===== src/rtl/completer_pkg.sv =====
// Shared types for the burst completer: burst addressing modes and FSM states.
package completer_pkg;

   typedef enum logic [1:0] {
      FIXED   = 2'd0,
      UNIT    = 2'd1,
      STRIDED = 2'd2,
      RSVD    = 2'd3
   } burst_mode_e;

   typedef enum logic [1:0] {
      IDLE  = 2'd0,
      READ  = 2'd1,
      WRITE = 2'd2
   } bc_state_e;

endpackage


===== src/rtl/resp_fifo.sv =====
// Synchronous response FIFO. The head is read straight from storage, so data pushed
// on an edge is visible at the head in the following cycle. Pops on an empty FIFO
// and pushes on a full FIFO without a simultaneous pop are the caller's responsibility.
module resp_fifo #(
   parameter int unsigned DATA_W = 32,
   parameter int unsigned DEPTH  = 8
) (
   input  logic                       clk,
   input  logic                       rst,
   input  logic                       push,
   input  logic [DATA_W-1:0]          push_data,
   input  logic                       pop,
   output logic [DATA_W-1:0]          head,
   output logic [$clog2(DEPTH+1)-1:0] count,
   output logic                       empty
);

   localparam int unsigned PTR_W = (DEPTH > 1) ? $clog2(DEPTH) : 1;
   localparam int unsigned CNT_W = $clog2(DEPTH+1);

   logic [DATA_W-1:0] mem [DEPTH];
   logic [PTR_W-1:0]  wr_ptr;
   logic [PTR_W-1:0]  rd_ptr;

   // Storage array; needs no reset since occupancy is tracked by count.
   always_ff @(posedge clk) begin
      if (push) begin
         mem[wr_ptr] <= push_data;
      end
   end

   // Pointer and occupancy tracking; a push and pop together leave count unchanged.
   always_ff @(posedge clk or posedge rst) begin
      if (rst) begin
         wr_ptr <= '0;
         rd_ptr <= '0;
         count  <= '0;
      end else begin
         if (push) begin
            wr_ptr <= (wr_ptr == PTR_W'(DEPTH-1)) ? '0 : wr_ptr + 1'b1;
         end
         if (pop) begin
            rd_ptr <= (rd_ptr == PTR_W'(DEPTH-1)) ? '0 : rd_ptr + 1'b1;
         end
         case ({push, pop})
            2'b10:   count <= count + CNT_W'(1);
            2'b01:   count <= count - CNT_W'(1);
            default: count <= count;
         endcase
      end
   end

   assign head  = mem[rd_ptr];
   assign empty = (count == '0);

endmodule


===== src/rtl/burst_completer.sv =====
// Burst memory completer: accepts one fixed/unit/strided burst at a time, issues
// reads under a credit limit that guarantees response FIFO space, and streams
// write beats straight through to the memory port.
module burst_completer
   import completer_pkg::*;
#(
   parameter int unsigned ADDR_W          = 15,
   parameter int unsigned DATA_W          = 32,
   parameter int unsigned MAX_LEN         = 32,
   parameter int unsigned MAX_OUTSTANDING = 4,
   parameter int unsigned RESP_DEPTH      = 8
) (
   input  logic                       clk,
   input  logic                       rst,
   input  logic                       cmd_valid,
   output logic                       cmd_ready,
   input  logic                       cmd_wr,
   input  logic [ADDR_W-1:0]          cmd_addr,
   input  logic [$clog2(MAX_LEN):0]   cmd_len,
   input  logic [1:0]                 cmd_mode,
   input  logic [ADDR_W-1:0]          cmd_stride,
   input  logic                       wr,
   input  logic [DATA_W-1:0]          wrdata,
   output logic                       ready,
   output logic [DATA_W-1:0]          rddata,
   output logic                       rddatavalid,
   input  logic                       rddataready,
   output logic                       mem_valid_rd,
   output logic                       mem_valid_wr,
   output logic [31:0]                mem_address,
   output logic [DATA_W-1:0]          mem_data_wr,
   input  logic                       mem_ready,
   input  logic                       mem_valid_o,
   input  logic [DATA_W-1:0]          mem_data_o,
   output logic                       busy,
   output logic                       err
);

   localparam int unsigned LEN_W   = $clog2(MAX_LEN) + 1;
   localparam int unsigned OUT_W   = $clog2(MAX_OUTSTANDING + 1);
   localparam int unsigned CNT_W   = $clog2(RESP_DEPTH + 1);
   localparam int unsigned BYTE_SH = $clog2(DATA_W / 8);

   bc_state_e         state;
   bc_state_e         state_nx;
   burst_mode_e       mode_q;
   logic [LEN_W-1:0]  len_q;
   logic [LEN_W-1:0]  issue_cnt;
   logic [LEN_W-1:0]  deliver_cnt;
   logic [ADDR_W-1:0] stride_q;
   logic [ADDR_W-1:0] beat_addr;
   logic [ADDR_W-1:0] addr_step;
   logic [OUT_W-1:0]  outstanding;
   logic              err_q;

   logic [CNT_W-1:0]  fifo_count;
   logic              fifo_empty;
   logic [DATA_W-1:0] fifo_head;

   logic cmd_accept;
   logic rd_credit;
   logic rd_issue;
   logic wr_beat;
   logic resp_take;
   logic resp_drop;
   logic fifo_pop;

   assign cmd_accept = cmd_valid & cmd_ready;
   assign rd_credit  = ((32'(outstanding) + 32'(fifo_count)) < 32'(RESP_DEPTH)) &&
                       (32'(outstanding) < 32'(MAX_OUTSTANDING));
   assign rd_issue   = mem_valid_rd & mem_ready;
   assign wr_beat    = mem_valid_wr;
   assign resp_take  = mem_valid_o & (outstanding != '0);
   assign resp_drop  = mem_valid_o & (outstanding == '0);
   assign fifo_pop   = ~fifo_empty & rddataready;

   // Per-beat word address increment; the strided address is a running sum.
   always_comb begin
      addr_step = '0;
      case (mode_q)
         UNIT:    addr_step = ADDR_W'(1);
         STRIDED: addr_step = stride_q;
         default: addr_step = '0;
      endcase
   end

   // State register.
   always_ff @(posedge clk or posedge rst) begin
      if (rst) begin
         state <= IDLE;
      end else begin
         state <= state_nx;
      end
   end

   // Next-state and handshake/memory-request outputs.
   always_comb begin
      state_nx     = state;
      cmd_ready    = 1'b0;
      ready        = 1'b0;
      mem_valid_rd = 1'b0;
      mem_valid_wr = 1'b0;
      case (state)
         IDLE: begin
            cmd_ready = 1'b1;
            if (cmd_valid && (cmd_len != '0)) begin
               state_nx = cmd_wr ? WRITE : READ;
            end
         end
         WRITE: begin
            ready        = mem_ready;
            mem_valid_wr = wr & mem_ready;
            if (wr && mem_ready && (issue_cnt == len_q - 1'b1)) begin
               state_nx = IDLE;
            end
         end
         READ: begin
            mem_valid_rd = (issue_cnt < len_q) && rd_credit;
            if (fifo_pop && (deliver_cnt == len_q - 1'b1)) begin
               state_nx = IDLE;
            end
         end
         default: state_nx = IDLE;
      endcase
   end

   // Command latch, beat counters, outstanding-read tracking and sticky error.
   always_ff @(posedge clk or posedge rst) begin
      if (rst) begin
         mode_q      <= FIXED;
         len_q       <= '0;
         stride_q    <= '0;
         beat_addr   <= '0;
         issue_cnt   <= '0;
         deliver_cnt <= '0;
         outstanding <= '0;
         err_q       <= 1'b0;
      end else begin
         if (cmd_accept) begin
            mode_q      <= burst_mode_e'(cmd_mode);
            len_q       <= cmd_len;
            stride_q    <= cmd_stride;
            beat_addr   <= cmd_addr;
            issue_cnt   <= '0;
            deliver_cnt <= '0;
         end else begin
            if (wr_beat || rd_issue) begin
               issue_cnt <= issue_cnt + 1'b1;
               beat_addr <= beat_addr + addr_step;
            end
            if (fifo_pop) begin
               deliver_cnt <= deliver_cnt + 1'b1;
            end
         end
         case ({rd_issue, resp_take})
            2'b10:   outstanding <= outstanding + OUT_W'(1);
            2'b01:   outstanding <= outstanding - OUT_W'(1);
            default: outstanding <= outstanding;
         endcase
         if (resp_drop) begin
            err_q <= 1'b1;
         end else if (cmd_accept) begin
            err_q <= 1'b0;
         end
      end
   end

   resp_fifo #(
      .DATA_W (DATA_W),
      .DEPTH  (RESP_DEPTH)
   ) u_resp_fifo (
      .clk       (clk),
      .rst       (rst),
      .push      (resp_take),
      .push_data (mem_data_o),
      .pop       (fifo_pop),
      .head      (fifo_head),
      .count     (fifo_count),
      .empty     (fifo_empty)
   );

   assign mem_address = 32'(beat_addr) << BYTE_SH;
   assign mem_data_wr = wrdata;
   assign rddata      = fifo_head;
   assign rddatavalid = ~fifo_empty;
   assign busy        = (state != IDLE) | ~fifo_empty;
   assign err         = err_q;

endmodule


===== config.mk =====
export PLATFORM = sky130hd
export DESIGN_NAME = burst_completer
export DESIGN_NICKNAME = d
export VERILOG_FILES = /design/src/rtl/completer_pkg.sv /design/src/rtl/resp_fifo.sv /design/src/rtl/burst_completer.sv
export SDC_FILE = /design/constraint.sdc
export NUM_CORES = 1
export LEC_CHECK = 0
export BUFFER_PORTS_ARGS = -buffer_cell sky130_fd_sc_hd__buf_2
export CORE_ASPECT_RATIO = 1.25
export CORE_MARGIN = 2
export CORE_UTILIZATION = 40
export CTS_CLUSTER_SIZE = 20
export DETAILED_ROUTE_END_ITERATION = 6
export SETUP_SLACK_MARGIN = 0.3
export SYNTH_ARGS = -nofsm -noshare
export SYNTH_HDL_FRONTEND = slang
export SYNTH_SLANG_ARGS = --single-unit

===== constraint.sdc =====
create_clock -name clk -period 13.9 [get_ports clk]
set_input_delay 2.085 -clock clk [delete_from_list [all_inputs] [get_ports clk]]
set_output_delay 2.085 -clock clk [all_outputs]
set_load 0.005 [all_outputs]

==> metrics.yaml <==
run_status:
  status: "finished, final reports clean"
routing:
  routed-via-count: 7636
  drt_first_iter_violations: 420
  drt_drc_violations_left: 0
  detail_route.wl_per_cell_um: 18.7
  drt_pass1_iterations: 4
  routed_wire_length_um: 28300
  post_drt_via_cell_ratio: 5.06
  route.antenna.remaining_nets: 0
die:
  floorplan.die.width_um: 172
  floorplan.initialDensity_pct: 40.7
  fp.dieArea_mm2: 0.0367
  die_height_um: 214
  core_area_mm2: 0.0346
  boundaryPins: 213
  rows: 76
global_route:
  wire_length_of_the_first_global_routing_pass_um: 43600
  antenna_violations_before_repair: 4
  grt_max_degree: 67
  first_global_vias: 7831
  grt_util_all_layers_pct: 15.6
  grt_overflow_total: 0
sta:
  max_freq_mhz: 193
  worst_slew_pin_slew_ns: 1.06
  timing.final.setup_violations: 0
  remaining_max_slew_budget_at_the_tightest_pin_pct: 29.6
  timing_max_transition_violations_final: 0
  final.min_clock_period_ns: 5.18
  fin_tns_setup_ns: 0
  setup_repair_after_global_routing_missed_its_margin: "false"
  timing_hold_violations_final: 0
  timing.final.crit_share_pct: 37.3
  finClkSkew_ns: 0.00981
  hold_ws_ns: 0.465
synth:
  synthDistinctLibCells: 50
  yosys_top_cell_area_share_pct: 54.6
  synthFlopType: "sky130_fd_sc_hd__edfxtp_1"
  syn_avg_cell_area_um2: 15.7
  most_common_cell_in_the_synthesized_netlist: "sky130_fd_sc_hd__edfxtp_1"
  ys_top_cells_by_area: "sky130_fd_sc_hd__edfxtp_1, sky130_fd_sc_hd__dfrtp_1, sky130_fd_sc_hd__mux4_2"
  netlist_instances: 897
  synth_seq_cells: 322
  synthArstFlopShare_pct: 20.5
  number_of_flops_mapped_to_enable_cells_by_yosys: 256
  synth.top_cells.by_count: "sky130_fd_sc_hd__edfxtp_1, sky130_fd_sc_hd__nand2_1, sky130_fd_sc_hd__dfrtp_1, sky130_fd_sc_hd__mux4_2, sky130_fd_sc_hd__buf_4"
  synth_area_leader_cell: "sky130_fd_sc_hd__edfxtp_1"
  yosysWarningCount: 0
  seq_area_frac_synth_pct: 66.3
  synth.cell_area_mm2: 0.0141
worst_setup_path:
  worst_path_max_delay_cell: "sky130_fd_sc_hd__dfrtp_4"
  worstPathBufferInverterCount: 2
  setup.worst_path.class: "reg -> out"
  worst_setup_path_end_kind: "primary output"
  critical_path_arrival_ns: 3.10
  timing.critical_path.cells: "buf_4 > mux4_2 > mux2_2 > buf_2"
  path_max_fanout: 35
  worst_path_largest_cell_delay_ns: 0.89
  timing.critical_path.from_type: "flop"
  crit_family: "flip-flops"
  worst_ep_required_ns: 11.81
power_and_ir_drop:
  leakage_nw: 6.01
  combinational_power_share_pct: 27.9
  power.net_switching_w: 0.000922
  internal-power_w: 0.00215
  power.sequential.fraction_pct: 44.4
  power_switching_share_pct: 30.0
  powerDensity_mw_per_mm2: 191
  irDropWorstVdd_v: 0.000104
  share_of_power_burned_in_the_clock_network_pct: 27.7
cts:
  cts_root_buffer: "sky130_fd_sc_hd__clkbuf_16"
  clk_pin_slew_ns: 0.06
  count_of_hold_buffers_inserted_by_post_cts_repair: 0
  cts-htree-levels: 2
  maximum_clock_insertion_buffer_count: 3
  insertion_delay_ns: 0.51
  cts-resized-gates: 0
  cts_tree: "done"
  numCtsBuffers: 34
  postCtsSetupRepairBufs: 0
  clock_sink_total: 322
job:
  timing.max_cap.violations: 0
placement:
  dpl.hpwl_um: 16600
  io_buffers: 131
  dp_cells: 1444
  dpl_cell_area_mm2: 0.0150
  gp_routability_congestion: 0.795
layout:
  syn2layout_area_growth_pct: 14.2
  drive_above_1_share_pct: 29.4
  nNetsFinal: 1160
  fin_area_mm2: 0.0161
  stdcell_count: 1508
min_path:
  min_path_type: "reg -> reg"
==> registers in the layout, summed over array words and instances, names as in the netlist, 4 cells and up <==
| register | count |
|---|---|
| u_resp_fifo.mem | 256 |
| beat_addr | 15 |
| issue_cnt | 6 |
| u_resp_fifo.count | 4 |
| len_q | 6 |
| deliver_cnt | 6 |
| stride_q | 15 |
==> area by class of cell <==
cell class | instances | area [um2]
diodes | 2 | 5.00
clock buffers | 42 | 881
clock inverters | 20 | 163
fillers | 3098 | 18500
inverters | 25 | 93.8
multi-input cells | 485 | 4260
flip-flops and latches | 322 | 9350
well taps | 468 | 586
repair buffers | 144 | 753
==> cells in the final DEF (no fill, tap or decap), types with 13 or more instances in the layout <==
master	synthesis	final
sky130_fd_sc_hd__nor2_1	36	33
sky130_fd_sc_hd__edfxtp_1	256	256
sky130_fd_sc_hd__inv_1	24	23
sky130_fd_sc_hd__mux4_2	64	64
sky130_fd_sc_hd__conb_1	1	17
sky130_fd_sc_hd__dfrtp_1	66	63
sky130_fd_sc_hd__o21ai_0	27	27
sky130_fd_sc_hd__clkbuf_16	0	34
sky130_fd_sc_hd__a21oi_1	30	30
sky130_fd_sc_hd__buf_2	7	131
sky130_fd_sc_hd__xnor2_1	22	22
sky130_fd_sc_hd__ha_1	35	35
sky130_fd_sc_hd__and2_1	15	14
sky130_fd_sc_hd__buf_4	50	13
sky130_fd_sc_hd__xor2_1	18	18
sky130_fd_sc_hd__nand2_1	96	96
sky130_fd_sc_hd__mux2_2	32	32
==> worst min-delay path: stages (launching register included) <==
cell and delay [ns]:
sky130_fd_sc_hd__dfrtp_1 0.33, sky130_fd_sc_hd__nand2_1 0.05, sky130_fd_sc_hd__nand2_1 0.05
==> path summary, 6_finish.rpt <==
kind,from,to,slack [ns],cells past startpoint
max in group asynchronous,rst,u_resp_fifo.rd_ptr[0],11.41,3
min,stride_q[2],stride_q[2],0.46,2
min in group asynchronous,rst,stride_q[0],1.84,3
min reg2reg,stride_q[2],stride_q[2],0.46,2
max reg2reg,mode_q[0],beat_addr[14],10.59,14
max,u_resp_fifo.rd_ptr[0],rddata[31],8.72,4
==> per-layer routing <==
layer	up-vias	GRT usage [%]	wire length [um]
met2	181	26.4	13900
met4	4	4.75	592
li1	3560	-	-
met1	3846	20.2	12200
met3	45	3.21	1540
met5	-	0	27
==> power by group through the flow <==
stage               registers (W)  logic, W  clock network, W
global route              0.00139  0.000961          0.000913
global placement          0.00139  0.000870                 0
CTS                       0.00137  0.000881          0.000874
finish                    0.00137  0.000858          0.000851
detailed placement        0.00139  0.000876                 0
floorplan                 0.00130  0.000670                 0
==> per-stage QoR <==
step	setup WS [ns]	power, W	util, %
after detailed placement	9.15	0.00227	43.4
after global placement	9.16	0.00226	43.4
after global routing	8.45	0.00327	46.5
after floorplan	8.00	0.00197	-
after CTS	8.58	0.00313	46.5
final	8.72	0.00308	46.5
==> cells by family after synthesis <==
family	share of synthesized area [%]
other	0.0266
multiplexers	12.9
XOR/XNOR	2.49
flip-flops	66.3
AO/OA/AOI/OAI	3.96
AND/OR/NAND/NOR	6.52
adder cells (fa/ha/maj)	3.54
buffers and inverters	4.22
Power figures use the tool's default switching activity.
